<file path="config.mk">
export PLATFORM = sky130hd
export DESIGN_NAME = shift_seq_ctrl
export DESIGN_NICKNAME = d
export VERILOG_FILES = /design/src/rtl/alu_pkg.sv /design/src/rtl/shift_seq_ctrl.sv
export SDC_FILE = /design/constraint.sdc
export NUM_CORES = 1
export LEC_CHECK = 0
export ABC_AREA = 1
export BUFFER_PORTS_ARGS = -buffer_cell sky130_fd_sc_hd__buf_2
export CAP_MARGIN = 10
export CORE_ASPECT_RATIO = 0.5
export CORE_UTILIZATION = 47
export CTS_CLUSTER_SIZE = 8
export DETAILED_ROUTE_END_ITERATION = 12
export HOLD_SLACK_MARGIN = 0.1
export PLACE_DENSITY = 0.76
export RECOVER_POWER = 50
export SYNTH_ARGS = -nofsm -noshare
export SYNTH_HDL_FRONTEND = slang
export SYNTH_SLANG_ARGS = --single-unit
export TNS_END_PERCENT = 20
</file>
<file path="constraint.sdc">
create_clock -name CLK -period 1.47 [get_ports CLK]
set_input_delay 0.2205 -clock CLK [delete_from_list [all_inputs] [get_ports CLK]]
set_output_delay 0.2205 -clock CLK [all_outputs]
set_load 0.01 [all_outputs]
</file>
<file path="src/rtl/alu_pkg.sv">
// Shared ALU definitions.
//   - state_t : shift sequencer FSM encoding (IDLE/ISSUE/CAPTURE/DONE)
//   - SH_*    : SHIFT_UNIT ALU_FUN codes
package alu_pkg;

    typedef enum logic [1:0] {
        IDLE    = 2'd0,
        ISSUE   = 2'd1,
        CAPTURE = 2'd2,
        DONE    = 2'd3
    } state_t;

    localparam logic [1:0] SH_A_RIGHT = 2'b00;
    localparam logic [1:0] SH_A_LEFT  = 2'b01;
    localparam logic [1:0] SH_B_RIGHT = 2'b10;
    localparam logic [1:0] SH_B_LEFT  = 2'b11;

endpackage

</file>
<file path="src/rtl/shift_seq_ctrl.sv">
// Multi-bit shift sequencer driving the 1-bit SHIFT_UNIT.
// An N-bit shift is run as N ISSUE/CAPTURE iterations; each registered
// SHIFT_UNIT result is fed back as the next operand.
// Ports:
//   CLK, RST             clock, async active-high reset
//   start/dir/operand/amount  request (sampled only in IDLE)
//   busy                 state != IDLE
//   done/err/result      one-cycle completion pulse, error flag valid with done,
//                        result held until the next completion
//   su_enable/su_alu_fun/su_a/su_b   to SHIFT_UNIT
//   su_out/su_flag                   from SHIFT_UNIT
module shift_seq_ctrl
    import alu_pkg::*;
#(
    parameter int WIDTH = 16,
    parameter int AMT_W = 5
) (
    input  logic             CLK,
    input  logic             RST,
    input  logic             start,
    input  logic             dir,
    input  logic [WIDTH-1:0] operand,
    input  logic [AMT_W-1:0] amount,
    output logic             busy,
    output logic             done,
    output logic             err,
    output logic [WIDTH-1:0] result,
    output logic             su_enable,
    output logic [1:0]       su_alu_fun,
    output logic [WIDTH-1:0] su_a,
    output logic [WIDTH-1:0] su_b,
    input  logic [WIDTH-1:0] su_out,
    input  logic             su_flag
);

    localparam logic [AMT_W-1:0] WIDTH_AMT = AMT_W'(WIDTH);

    state_t           state, nxt;
    logic [WIDTH-1:0] acc;
    logic [AMT_W-1:0] cnt;
    logic [AMT_W-1:0] amt_sat;
    logic             dir_q;
    logic             err_q;

    // Shifting by WIDTH or more always yields zero, so cap the iteration
    // count there to bound latency.
    assign amt_sat = (amount >= WIDTH_AMT) ? WIDTH_AMT : amount;

    always_ff @(posedge CLK or posedge RST) begin
        if (RST) begin
            state  <= IDLE;
            acc    <= '0;
            cnt    <= '0;
            dir_q  <= 1'b0;
            err_q  <= 1'b0;
            result <= '0;
        end else begin
            state <= nxt;
            case (state)
                IDLE: begin
                    if (start) begin
                        acc   <= operand;
                        dir_q <= dir;
                        err_q <= 1'b0;
                        cnt   <= amt_sat;
                    end
                end
                CAPTURE: begin
                    acc <= su_out;
                    cnt <= cnt - 1'b1;
                    if (!su_flag) err_q <= 1'b1;
                end
                DONE: result <= acc;
                default: ;
            endcase
        end
    end

    always_comb begin
        nxt        = state;
        busy       = (state != IDLE);
        done       = 1'b0;
        err        = 1'b0;
        su_enable  = 1'b0;
        su_alu_fun = SH_A_RIGHT;
        case (state)
            IDLE: begin
                if (start) nxt = (amt_sat != '0) ? ISSUE : DONE;
            end
            ISSUE: begin
                su_enable  = 1'b1;
                su_alu_fun = {1'b0, dir_q};
                nxt        = CAPTURE;
            end
            CAPTURE: begin
                // A missing flag means the unit did not shift; stop early.
                if (!su_flag || cnt == AMT_W'(1)) nxt = DONE;
                else                             nxt = ISSUE;
            end
            DONE: begin
                done = 1'b1;
                err  = err_q;
                nxt  = IDLE;
            end
            default: nxt = IDLE;
        endcase
    end

    assign su_a = acc;
    assign su_b = '0;

endmodule

</file>
# Word-level counts from Yosys, hierarchy flattened
# Index checks and enable logic that the tools add are counted.
[totals]
register_bits = 41
input_bits = 42
out_inout_bits = 54
elab_cells = 39
[op_classes]
addsub = 1
magnitude_cmp = 1
n_eq_ne = 6
mux = 16
n_reduce_logical = 9
[ops]
columns = ["operator", "n"]
rows = [
  ["16-bit case mux with 2 select lines", 1],
  ["16-bit two-way mux", 1],
  ["5-bit two-way mux", 2],
  ["5-bit case mux with 2 select lines", 1],
  ["2-bit case mux with 4 select lines", 1],
  ["1-bit two-way mux", 6],
  ["2-bit two-way mux", 3],
  ["5-bit by 1-bit equality test with 1-bit output, second input constant", 1],
  ["5-bit greater-or-equal comparator, second input constant", 1],
  ["5-bit nonzero test", 1],
  ["5-bit by 1-bit subtractor with 5-bit output, second input constant", 1],
  ["2-bit equality test, second input constant", 2],
  ["2-bit != test, second input constant", 2],
  ["2-bit AND reduction", 2],
  ["2-bit nonzero test", 2],
  ["3-bit AND reduction", 1],
  ["2-bit by 1-bit equality test with 1-bit output, second input constant", 1],
  ["2-bit logical NOT", 1],
  ["1-bit case mux with 2 select lines", 1],
  ["1-bit logical NOT", 1],
  ["1-bit logical OR", 1],
]

# Logic depth before layout (Yosys ltp)
[depth]
depth_word = 6
ltp_mapped = 7
mapped_depth_nobuf = 7

# Least setup slack after synthesis
# Ideal clock, no wire load.
[synth_timing]
path_kind = "flip-flop to output port"
from = "reg state[0]"
to = "out done"
arrival_time_ns = 0.928
required_ns = 1.250
path_slack_ns = 0.321
stages_incl_launch_ff = 4
n_path_buf = 1
cell_sequence = "dfrtp_1 > nand2_1 > clkbuf_1 > inv_1"
[synth_between]
elab_chain_cells = 2
[synth_lines]
columns = ["item", "line", "text"]
rows = [
  ["from (decl)", "shift_seq_ctrl.sv:38", "state_t state, nxt;"],
  ["from (signal assigned)", "shift_seq_ctrl.sv:58", "state <= nxt;"],
  ["2-bit equality test", "shift_seq_ctrl.sv:86", "case (state)"],
  ["1-bit two-way mux", "shift_seq_ctrl.sv:86", ""],
  ["to (decl)", "shift_seq_ctrl.sv:25", "output logic done,"],
]
# Every way passes these cells.

# Final worst setup path
[layout_timing]
from = "reg state[1]"
to = "out su_alu_fun[0]"
[layout_between]
elab_chain_cells = 2
[layout_lines]
columns = ["item", "line", "text"]
rows = [
  ["2-bit by 1-bit equality test with 1-bit output", "shift_seq_ctrl.sv:86", ""],
  ["1-bit two-way mux", "shift_seq_ctrl.sv:86", ""],
  ["to (decl)", "shift_seq_ctrl.sv:29", "output logic [1:0] su_alu_fun,"],
]
# Every way passes these cells.

==> impl_metrics.env <==
export IMPL_grt_pass1_vias=1699
export IMPL_grt_max_degree=42
export IMPL_cts_made_buffers=5
export IMPL_cp_arrival_ns=1.13
export IMPL_vias=1882
export IMPL_die_h_um=49.57
export IMPL_routabilityCongestion=0.8393
export IMPL_io_buffers=78
export IMPL_drc=0
export IMPL_ys_ff_latch=41
export IMPL_detail_route_vias_per_cell=4.613
export IMPL_drive_gt1_share_pct=25.14
export IMPL_synth_cell_types=21
export IMPL_instances_no_fill=408
export IMPL_synthCells=274
export IMPL_clk_latency_ns=0.29
export IMPL_cts_tree="done"
export IMPL_p_sw_share_pct=44.55
export IMPL_grt_pass1_wl_um=7562
export IMPL_synthArstFlopShare_pct=100.0
export IMPL_finalCritPeriodShare_pct=92.07
export IMPL_layout_common_cells="nand2_1 (102), buf_2 (61), dfrtp_1 (40)"
export IMPL_pin_count=96
export IMPL_cts_sink_count=41
export IMPL_outcome="finished, final reports clean"
export IMPL_die_area_sq_um=4815
export IMPL_ys_warn_count=0
export IMPL_avgSynthCellArea_sq_um=7.763
export IMPL_nets=399
export IMPL_synth_main_ff_cell="dfrtp_1"
export IMPL_relSlewSlack_pct=63.45
export IMPL_pre_cts_ws_ns=-0.01582
export IMPL_dp_hpwl_um=3336
export IMPL_synth_seq_area_share_pct=48.24
export IMPL_die_width_um=97.14
export IMPL_path_class="flop to primary output"
export IMPL_core_sq_um=4104
export IMPL_pwr_share_comb_pct=49.5
export IMPL_p_sw_uw=2334
export IMPL_first_pass_iters=6
export IMPL_critical_path_required_ns=1.25
export IMPL_final_hold_viol_count=0
export IMPL_path_max_fanout=5
export IMPL_rsz0062_at_grt="no"
export IMPL_ir_drop_mv=0.7691
export IMPL_grt_overflow=0
export IMPL_worst_setup_path_end_kind="primary output"
export IMPL_max_freq_mhz=738.9
export IMPL_post_cts_buffers=0
export IMPL_final_common_cell="nand2_1"
export IMPL_cts_max_level=2
export IMPL_power_leakage_uw=0.001458
export IMPL_rows=16
export IMPL_ant_nets=0
export IMPL_setup_viol=0
export IMPL_routed_wl_um=4474
export IMPL_start_kind="flop"
export IMPL_syn_cell_area_sq_um=2127
export IMPL_layout_min_cycle_time_ns=1.353
export IMPL_worst_pin_slew_ns=0.5483
export IMPL_place_inst=401
export IMPL_setup_slack_ns=0.1166
export IMPL_initial_core_util_pct=51.83
export IMPL_area_growth_pct=20.71
export IMPL_multiInputGateArea_sq_um=840.8
export IMPL_synth_edf_count=0
export IMPL_fillerInstances=374
export IMPL_drt_initial_drc_count=46
export IMPL_fin_skew_ns=0.003340
export IMPL_clockBufferDepth=2
export IMPL_power_frac_seq_pct=37.6
export IMPL_wire_per_inst_um=10.97
export IMPL_finalMaxSlewViolations=0
export IMPL_regArea_sq_um=1027
export IMPL_holdCritPathClass="input port to flop"
export IMPL_clockPowerShare_pct=12.8
export IMPL_cts_root_buf="clkbuf_8"
export IMPL_clk_pin_slew_worst_paths_ns=0.07
export IMPL_drv_cap=0
export IMPL_antennaDiodeCount=0
export IMPL_grt_usage_pct=20.02
export IMPL_antenna_found_initial=0
export IMPL_p_int_uw=2905
export IMPL_power_density_nw_per_um2=2041
-- logic make-up after synthesis --
logic type | Yosys count | synth area share, %
DFF | 41 | 48.24
AOI/OAI and AO/OA | 43 | 11.82
adders and majority gates | 2 | 1.176
and+or+nand+nor | 126 | 23.65
other | 1 | 0.1763
buffers and inverters | 61 | 14.94
-- flip-flops by register name, summed over array words and instances (netlist names) --
register  cells
err_q         1
result       16
su_a         16
dir_q         1
cnt           5
state         2
-- power by group through the flow --
| stage | combinational (uW) | clock (uW) | sequential (uW) |
|---|---|---|---|
| finish | 2590 | 673 | 1970 |
| global route | 2970 | 743 | 2030 |
| CTS | 2690 | 695 | 1960 |
| detailed placement | 2660 | 0 | 1980 |
| global placement | 2580 | 0 | 1960 |
| floorplan | 1680 | 0 | 2140 |
-- metal layers --
metal / GRT usage, % / share of wire [%]
met2: 34.39 / 48
met5: 0 / 0
met3: 4.681 / 5.1
met1: 24.54 / 46
met4: 8.706 / 1.5
-- area by class of cell --
| cell class | instances | area share, % |
|---|---|---|
| Clock inverter | 1 | 0.1949 |
| Multi-Input combinational cell | 188 | 32.75 |
| Inverter | 33 | 4.922 |
| Tap cell | 54 | 2.632 |
| Timing Repair Buffer | 86 | 16.81 |
| Clock buffer | 5 | 2.680 |
| Sequential cell | 41 | 40.01 |
-- Yosys cell counts (2+ instances only) --
library cell,n,area [sq um]
buf_2,5,25.02
buf_4,18,135.1
buf_6,2,22.52
clkbuf_1,3,11.26
dfrtp_1,41,1026
ha_1,2,25.02
inv_1,31,116.4
inv_2,2,7.510
nand2_1,102,382.9
nand3_1,8,40.04
nand3b_1,2,15.01
nand4_1,2,12.51
nor2_1,9,33.78
nor2_2,2,12.51
o21ai_0,29,145.1
o21ai_1,3,15.01
o21ai_2,9,78.83
-- final timing paths --
path / from / end / slack (ns) / cells past startpoint
hold / removal: dir / dir_q / 0.18 / 3
min in group asynchronous: RST / result[12] / 0.63 / 4
setup / recovery: state[1] / su_alu_fun[0] / 0.12 / 4
setup reg to reg: state[0] / su_a[6] / 0.12 / 7
hold reg to reg: err_q / err_q / 0.48 / 2
max in group asynchronous: RST / state[1] / 0.44 / 4
-- timing repair --
action	4_1_cts	5_1_grt
pin swaps	0	0
setup endpoints to repair	4	2
hold buffers	1	0
gates resized for setup	1	2
endpoints found under the hold margin	41	0
cloned	0	0
-- worst max-delay path: stages, from the launching register on --
cell     delay [ns]
dfrtp_2        0.44
inv_2          0.09
nand2_1        0.08
nor2_1         0.10
buf_2          0.14
-- through the flow --
stage          hold slack, ns   TNS, ns  power [uW]  util [%]  instance area, sq um
2_1_floorplan          0.3791         0        3825         -                  2187
3_3_place_gp           0.3737         0        4536     61.01                  2504
3_5_place_dp           0.3714  -0.02602        4643     61.01                  2504
4_1_cts                0.1784         0        5347     63.11                  2590
6_report               0.1819         0        5239     62.56                  2567
5_1_grt                0.1864         0        5750     62.56                  2567
Power figures use the tool's default switching activity.
